`config.mk`:
```
export PLATFORM = sky130hd
export DESIGN_NAME = bfu_pipe
export DESIGN_NICKNAME = d
export VERILOG_FILES = /design/src/rtl/bfu_pipe.sv
export SDC_FILE = /design/constraint.sdc
export NUM_CORES = 2
export LEC_CHECK = 0
export BUFFER_PORTS_ARGS = -buffer_cell sky130_fd_sc_hd__clkbuf_2
export CAP_MARGIN = 20
export CORE_ASPECT_RATIO = 2
export CORE_MARGIN = 4
export CORE_UTILIZATION = 59
export CTS_BUF_LIST = sky130_fd_sc_hd__clkbuf_8 sky130_fd_sc_hd__clkbuf_16
export DETAILED_ROUTE_END_ITERATION = 7
export GPL_TIMING_DRIVEN = 0
export PLACE_DENSITY = 0.72
export REMOVE_ABC_BUFFERS = 1
export SLEW_MARGIN = 20
export SYNTH_ARGS = -nofsm -noshare
export SYNTH_HDL_FRONTEND = slang
export SYNTH_SLANG_ARGS = --single-unit
```
`constraint.sdc`:
```
create_clock -name clk -period 9.9 [get_ports clk]
set_input_delay 0.99 -clock clk [delete_from_list [all_inputs] [get_ports clk]]
set_output_delay 0.99 -clock clk [all_outputs]
set_load 0.02 [all_outputs]
```
`src/rtl/bfu_pipe.sv`:
```
// Three-stage pipelined radix-2 DIT butterfly: Ya = Xa + Xb*W, Yb = Xa - Xb*W.
// It includes a twiddle conjugate for the inverse FFT, optional /2 scaling, saturation and a sticky overflow flag.
module bfu_pipe #(
    parameter int DW    = 16,
    parameter int FRAC  = 14,
    parameter int SCALE = 0
) (
    input  logic                 clk,
    input  logic                 rst,
    input  logic                 in_valid,
    output logic                 in_ready,
    input  logic                 conj_w,
    input  logic signed [DW-1:0] Xar,
    input  logic signed [DW-1:0] Xai,
    input  logic signed [DW-1:0] Xbr,
    input  logic signed [DW-1:0] Xbi,
    input  logic signed [DW-1:0] Wr,
    input  logic signed [DW-1:0] Wi,
    output logic                 out_valid,
    input  logic                 out_ready,
    output logic signed [DW-1:0] Yar,
    output logic signed [DW-1:0] Yai,
    output logic signed [DW-1:0] Ybr,
    output logic signed [DW-1:0] Ybi,
    output logic                 ovf,
    input  logic                 ovf_clr
);
    localparam int PW = 2 * DW;
    localparam logic signed [DW-1:0] MAXV  = {1'b0, {(DW-1){1'b1}}};
    localparam logic signed [DW-1:0] MINV  = {1'b1, {(DW-1){1'b0}}};
    localparam logic signed [DW+1:0] MAX_X = (DW+2)'(MAXV);
    localparam logic signed [DW+1:0] MIN_X = (DW+2)'(MINV);
    localparam logic signed [DW+1:0] ONE_X = $signed({{(DW+1){1'b0}}, 1'b1});
    localparam logic signed [PW:0]   RND   = {{(PW-FRAC+1){1'b0}}, 1'b1, {(FRAC-1){1'b0}}};

    logic                 en;
    logic signed [DW-1:0] wi_c;
    logic signed [PW-1:0] xbr_x, xbi_x, wr_x, wi_x;

    logic                 s1_valid_q;
    logic signed [PW-1:0] p_rr_q, p_ii_q, p_ri_q, p_ir_q;
    logic signed [DW-1:0] s1_xar_q, s1_xai_q;

    logic signed [PW:0]   pr_full, pi_full, pr_rnd, pi_rnd;
    logic                 s2_valid_q;
    logic signed [DW:0]   pr_q, pi_q;
    logic signed [DW-1:0] s2_xar_q, s2_xai_q;

    logic [3:0]           sat;
    logic signed [DW-1:0] y_d [4];
    logic signed [DW-1:0] y_q [4];
    logic                 out_valid_q;
    logic                 ovf_q, ovf_d;
    logic                 unused_bits;

    assign en       = ~out_valid_q | out_ready;
    assign in_ready = en;

    // Negating the most negative twiddle would wrap, so it clamps to the largest positive value.
    always_comb begin
        wi_c = Wi;
        if (conj_w) begin
            wi_c = (Wi == MINV) ? MAXV : -Wi;
        end
    end

    assign xbr_x = PW'(Xbr);
    assign xbi_x = PW'(Xbi);
    assign wr_x  = PW'(Wr);
    assign wi_x  = PW'(wi_c);

    assign pr_full = (PW+1)'(p_rr_q) - (PW+1)'(p_ii_q);
    assign pi_full = (PW+1)'(p_ri_q) + (PW+1)'(p_ir_q);
    assign pr_rnd  = pr_full + RND;
    assign pi_rnd  = pi_full + RND;
    // Only DW+1 bits of the rounded product are kept; the rest is sign or discarded fraction for |W| <= 1.
    assign unused_bits = ^{pr_rnd[FRAC-1:0], pr_rnd[PW:FRAC+DW+1], pi_rnd[FRAC-1:0], pi_rnd[PW:FRAC+DW+1]};

    genvar gi;
    generate
        for (gi = 0; gi < 4; gi++) begin : g_out
            logic signed [DW+1:0] a_x, p_x, s_x, s_sc;
            assign a_x  = (DW+2)'((gi % 2 == 0) ? s2_xar_q : s2_xai_q);
            assign p_x  = (DW+2)'((gi % 2 == 0) ? pr_q : pi_q);
            assign s_x  = (gi < 2) ? (a_x + p_x) : (a_x - p_x);
            assign s_sc = (SCALE != 0) ? ((s_x + ONE_X) >>> 1) : s_x;
            assign sat[gi] = (s_sc > MAX_X) || (s_sc < MIN_X);
            assign y_d[gi] = (s_sc > MAX_X) ? MAXV :
                             (s_sc < MIN_X) ? MINV : s_sc[DW-1:0];
        end
    endgenerate

    always_comb begin
        ovf_d = ovf_q;
        if (ovf_clr) begin
            ovf_d = 1'b0;
        end
        if (en && s2_valid_q && (|sat)) begin
            ovf_d = 1'b1;
        end
    end

    always_ff @(posedge clk) begin
        if (en) begin
            p_rr_q   <= xbr_x * wr_x;
            p_ii_q   <= xbi_x * wi_x;
            p_ri_q   <= xbr_x * wi_x;
            p_ir_q   <= xbi_x * wr_x;
            s1_xar_q <= Xar;
            s1_xai_q <= Xai;
            pr_q     <= pr_rnd[FRAC+DW:FRAC];
            pi_q     <= pi_rnd[FRAC+DW:FRAC];
            s2_xar_q <= s1_xar_q;
            s2_xai_q <= s1_xai_q;
        end
    end

    always_ff @(posedge clk) begin
        if (rst) begin
            s1_valid_q  <= 1'b0;
            s2_valid_q  <= 1'b0;
            out_valid_q <= 1'b0;
            ovf_q       <= 1'b0;
            for (int i = 0; i < 4; i++) begin
                y_q[i] <= '0;
            end
        end else begin
            ovf_q <= ovf_d;
            if (en) begin
                s1_valid_q  <= in_valid;
                s2_valid_q  <= s1_valid_q;
                out_valid_q <= s2_valid_q;
                for (int i = 0; i < 4; i++) begin
                    y_q[i] <= y_d[i];
                end
            end
        end
    end

    assign out_valid = out_valid_q;
    assign ovf       = ovf_q;
    assign Yar       = y_q[0];
    assign Yai       = y_q[1];
    assign Ybr       = y_q[2];
    assign Ybi       = y_q[3];
endmodule

```
==> flow_summary_export.csv <==
group,metric,value,unit
sta,worst_pin_slew,0.9923,ns
clock_tree,cts_repair_resize_count,0,
setup_path,critPathSlowestCell,"fa_1",
global_route,grt_pass1_wl,214400,um
synthesis,syn_inst,5650,
synthesis,yosys-top-cells-area,"fa_1 (38%), edfxtp_1 (16%), ha_1 (12%)",
sta,fmax,0.1077,GHz
sta,totalNegativeSetupSlack,0,ns
cells_and_area,drive_gt1_share,5.474,%
global_route,overflow,0,
job,drv_cap,0,
outcome,outcome,"finished, final reports clean",
sta,drv_slew,0,
synthesis,syn_avg_cell_area,9.648,um2
setup_path,cp-start-kind,"primary input",
sta,skew,0.01810,ns
cells_and_area,final_common_cell,"inv_1",
global_route,grt_util_met2,51.32,%
setup_path,crit_path_end_kind,"flop",
setup_path,critPathMostFrequentCell,"fa_1",
cells_and_area,fin_area,57550,um2
floorplanning,dieArea,97620,um2
cells_and_area,final_net_count,7274,
detailed_routing,drtAntennaViolNets,0,
sta,period_share,93.82,%
detailed_routing,drc,0,
global_route,grt_max_degree,88,
synthesis,ys_ff_latch,290,
cells_and_area,area_growth,5.566,%
global_route,grtUsageMet3,2.770,%
detailed_routing,first_pass_iters,7,
synthesis,yosysWarnings,0,
detailed_routing,dr.first_iter.drc_count,2147,
sta,slew_headroom,33.84,%
setup_path,crit_arrival,9.62,ns
floorplanning,die_height,437.9,um
place,place.gp.congestion,0.9199,
clock_tree,cts_setup_buffers,0,
clock_tree,clockBufferDepth,3,
clock_tree,cts_tree,"done",
cells_and_area,final_cell_mix,"inv_1 (1279), fa_1 (1028), nand2_1 (642), ha_1 (503), and2_1 (401)",
clock_tree,root_buffer,"clkbuf_16",
synthesis,ys_seq_area_share,15.90,%
floorplanning,coreArea,91540,um2
setup_path,cp.required,10.23,ns
global_route,grt_usage,27.61,%
place,place_area,56530,um2
hold_path,hold_class,"reg -> reg",
global_route,use_met1,28.69,%
sta,finalSetupViolations,0,
clock_tree,clkSlewWorstSetupHoldPaths,0.07,ns
synthesis,synth_ff_type,"edfxtp_1",
synthesis,yosysTopAreaCellShare,37.75,%
floorplanning,start_util,59.55,%
floorplanning,rows,157,
clock_tree,ctsHtreeMaxLevel,1,
clock_tree,postCtsHoldBufs,0,
clock_tree,clock-sinks,290,
floorplanning,chipWidth,222.9,um
synthesis,synth_area_leader_cell,"fa_1",
setup_path,cp_max_fo,17,
detailed_routing,num_vias,38370,
clock_tree,clkLatencyLatePin,0.58,ns
synthesis,synth_edf_count,286,
place,dp_hpwl,104600,um
detailed_routing,finalWirelength,130800,um
global_route,antenna_found_initial,6,
synthesis,synth_cell_types,96,
clock_tree,cts_buffers,28,
place,io_buffers,168,
floorplanning,ios,169,
sta,rsz0062_at_grt,"no",
setup_path,critical_path.max_stage_delay,0.87,ns
sta,hold_viol,0,
detailed_routing,viasPerCell,5.594,
detailed_routing,routedWlPerCell,19.07,um
setup_path,worstSetupPathType,"in -> reg",
cells_and_area,fillers,7671,
sta,min_period,9.288,ns
global_route,top_usage_layer,"met2",
synthesis,netlist_area,54510,um2
global_route,grt_pass1_vias,42580,
sta,whs,0.4206,ns
synthesis,async_flop_share,0,%
## cells in the mapped netlist (45+ instances only)
library cell  instances
inv_1              1279
xnor2_1             186
nor2b_1              59
fa_1               1028
o21ai_0             101
xor2_1               45
nand2_1             646
a21o_1               69
edfxtp_1            286
a21oi_1             176
clkbuf_1            202
nor2_1              165
and2_1              401
ha_1                503
nand2b_1             70
## critical path, delay by kind of cell
kind | cells | cell delay [ns]
buf+inv | 6 | 0.67
xor+xnor | 1 | 0.08
fa+ha+maj | 8 | 3.95
compound gates | 5 | 1.43
simple gates | 10 | 2.46
## final cells by class
cell class / count / area [um2] / area share, %
Timing Repair Buffer: 190 / 1339 / 2.326
Antenna cell: 3 / 7.507 / 0.01305
Inverter: 1285 / 4831 / 8.395
Tap cell: 1192 / 1491 / 2.592
Sequential cell: 290 / 8668 / 15.06
Multi-Input combinational cell: 3846 / 40250 / 69.94
Clock buffer: 32 / 767.0 / 1.333
Clock inverter: 20 / 195.2 / 0.3392
## through the flow
stage	utilization [%]	setup slack (ns)	std cells
6_report	62.86	0.6116	6858
5_1_grt	62.86	0.01092	6856
4_1_cts	62.80	0.4368	6850
3_5_place_dp	61.75	-0.1540	6798
3_3_place_gp	61.10	-3.259	6781
2_1_floorplan	-	0.4313	5421
## flip-flops by register name, indices dropped and copies added, names as in the netlist, 16 cells and up
name      flops
pr_q         17
p_rr_q       31
p_ri_q       31
s1_xai_q     16
s1_xar_q     16
y_q          64
p_ir_q       31
s2_xai_q     16
p_ii_q       31
pi_q         17
s2_xar_q     16
## metal layers
layer | part of all wire (%) | wire length (um) | up-vias
li1 | - | - | 17240
met1 | 33 | 42930 | 19500
met2 | 53 | 69950 | 1155
met3 | 4.3 | 5571 | 470
met4 | 9.4 | 12270 | 6
met5 | 0.026 | 34 | -
## path summary, 6_finish.rpt
kind / from / endpoint / slack, ns / cells past startpoint
setup / recovery: Wi[1] / p_ii_q[30] / 0.61 / 30
hold / removal: s1_xai_q[5] / s2_xai_q[5] / 0.42 / 0
setup reg to reg: p_ir_q[7] / pi_q[15] / 5.88 / 12
hold reg to reg: s1_xai_q[5] / s2_xai_q[5] / 0.42 / 0
## cells by family (layout without fill, tap and decap cells)
group | after synthesis | in the layout | share of synthesized area (%)
AO/OA/AOI/OAI | 574 | 574 | 6.835
XOR/XNOR | 232 | 232 | 3.741
adder cells (fa/ha/maj) | 1531 | 1531 | 49.30
buffers and inverters | 1514 | 1527 | 10.53
flip-flops | 290 | 290 | 15.90
multiplexers | 9 | 9 | 0.1928
other | 0 | 3 | 0
AND/OR/NAND/NOR | 1500 | 1500 | 13.51
Power is left out: the tool's default activity adds up to more than one toggle a clock period on the data nets, which glitch-free logic cannot reach.
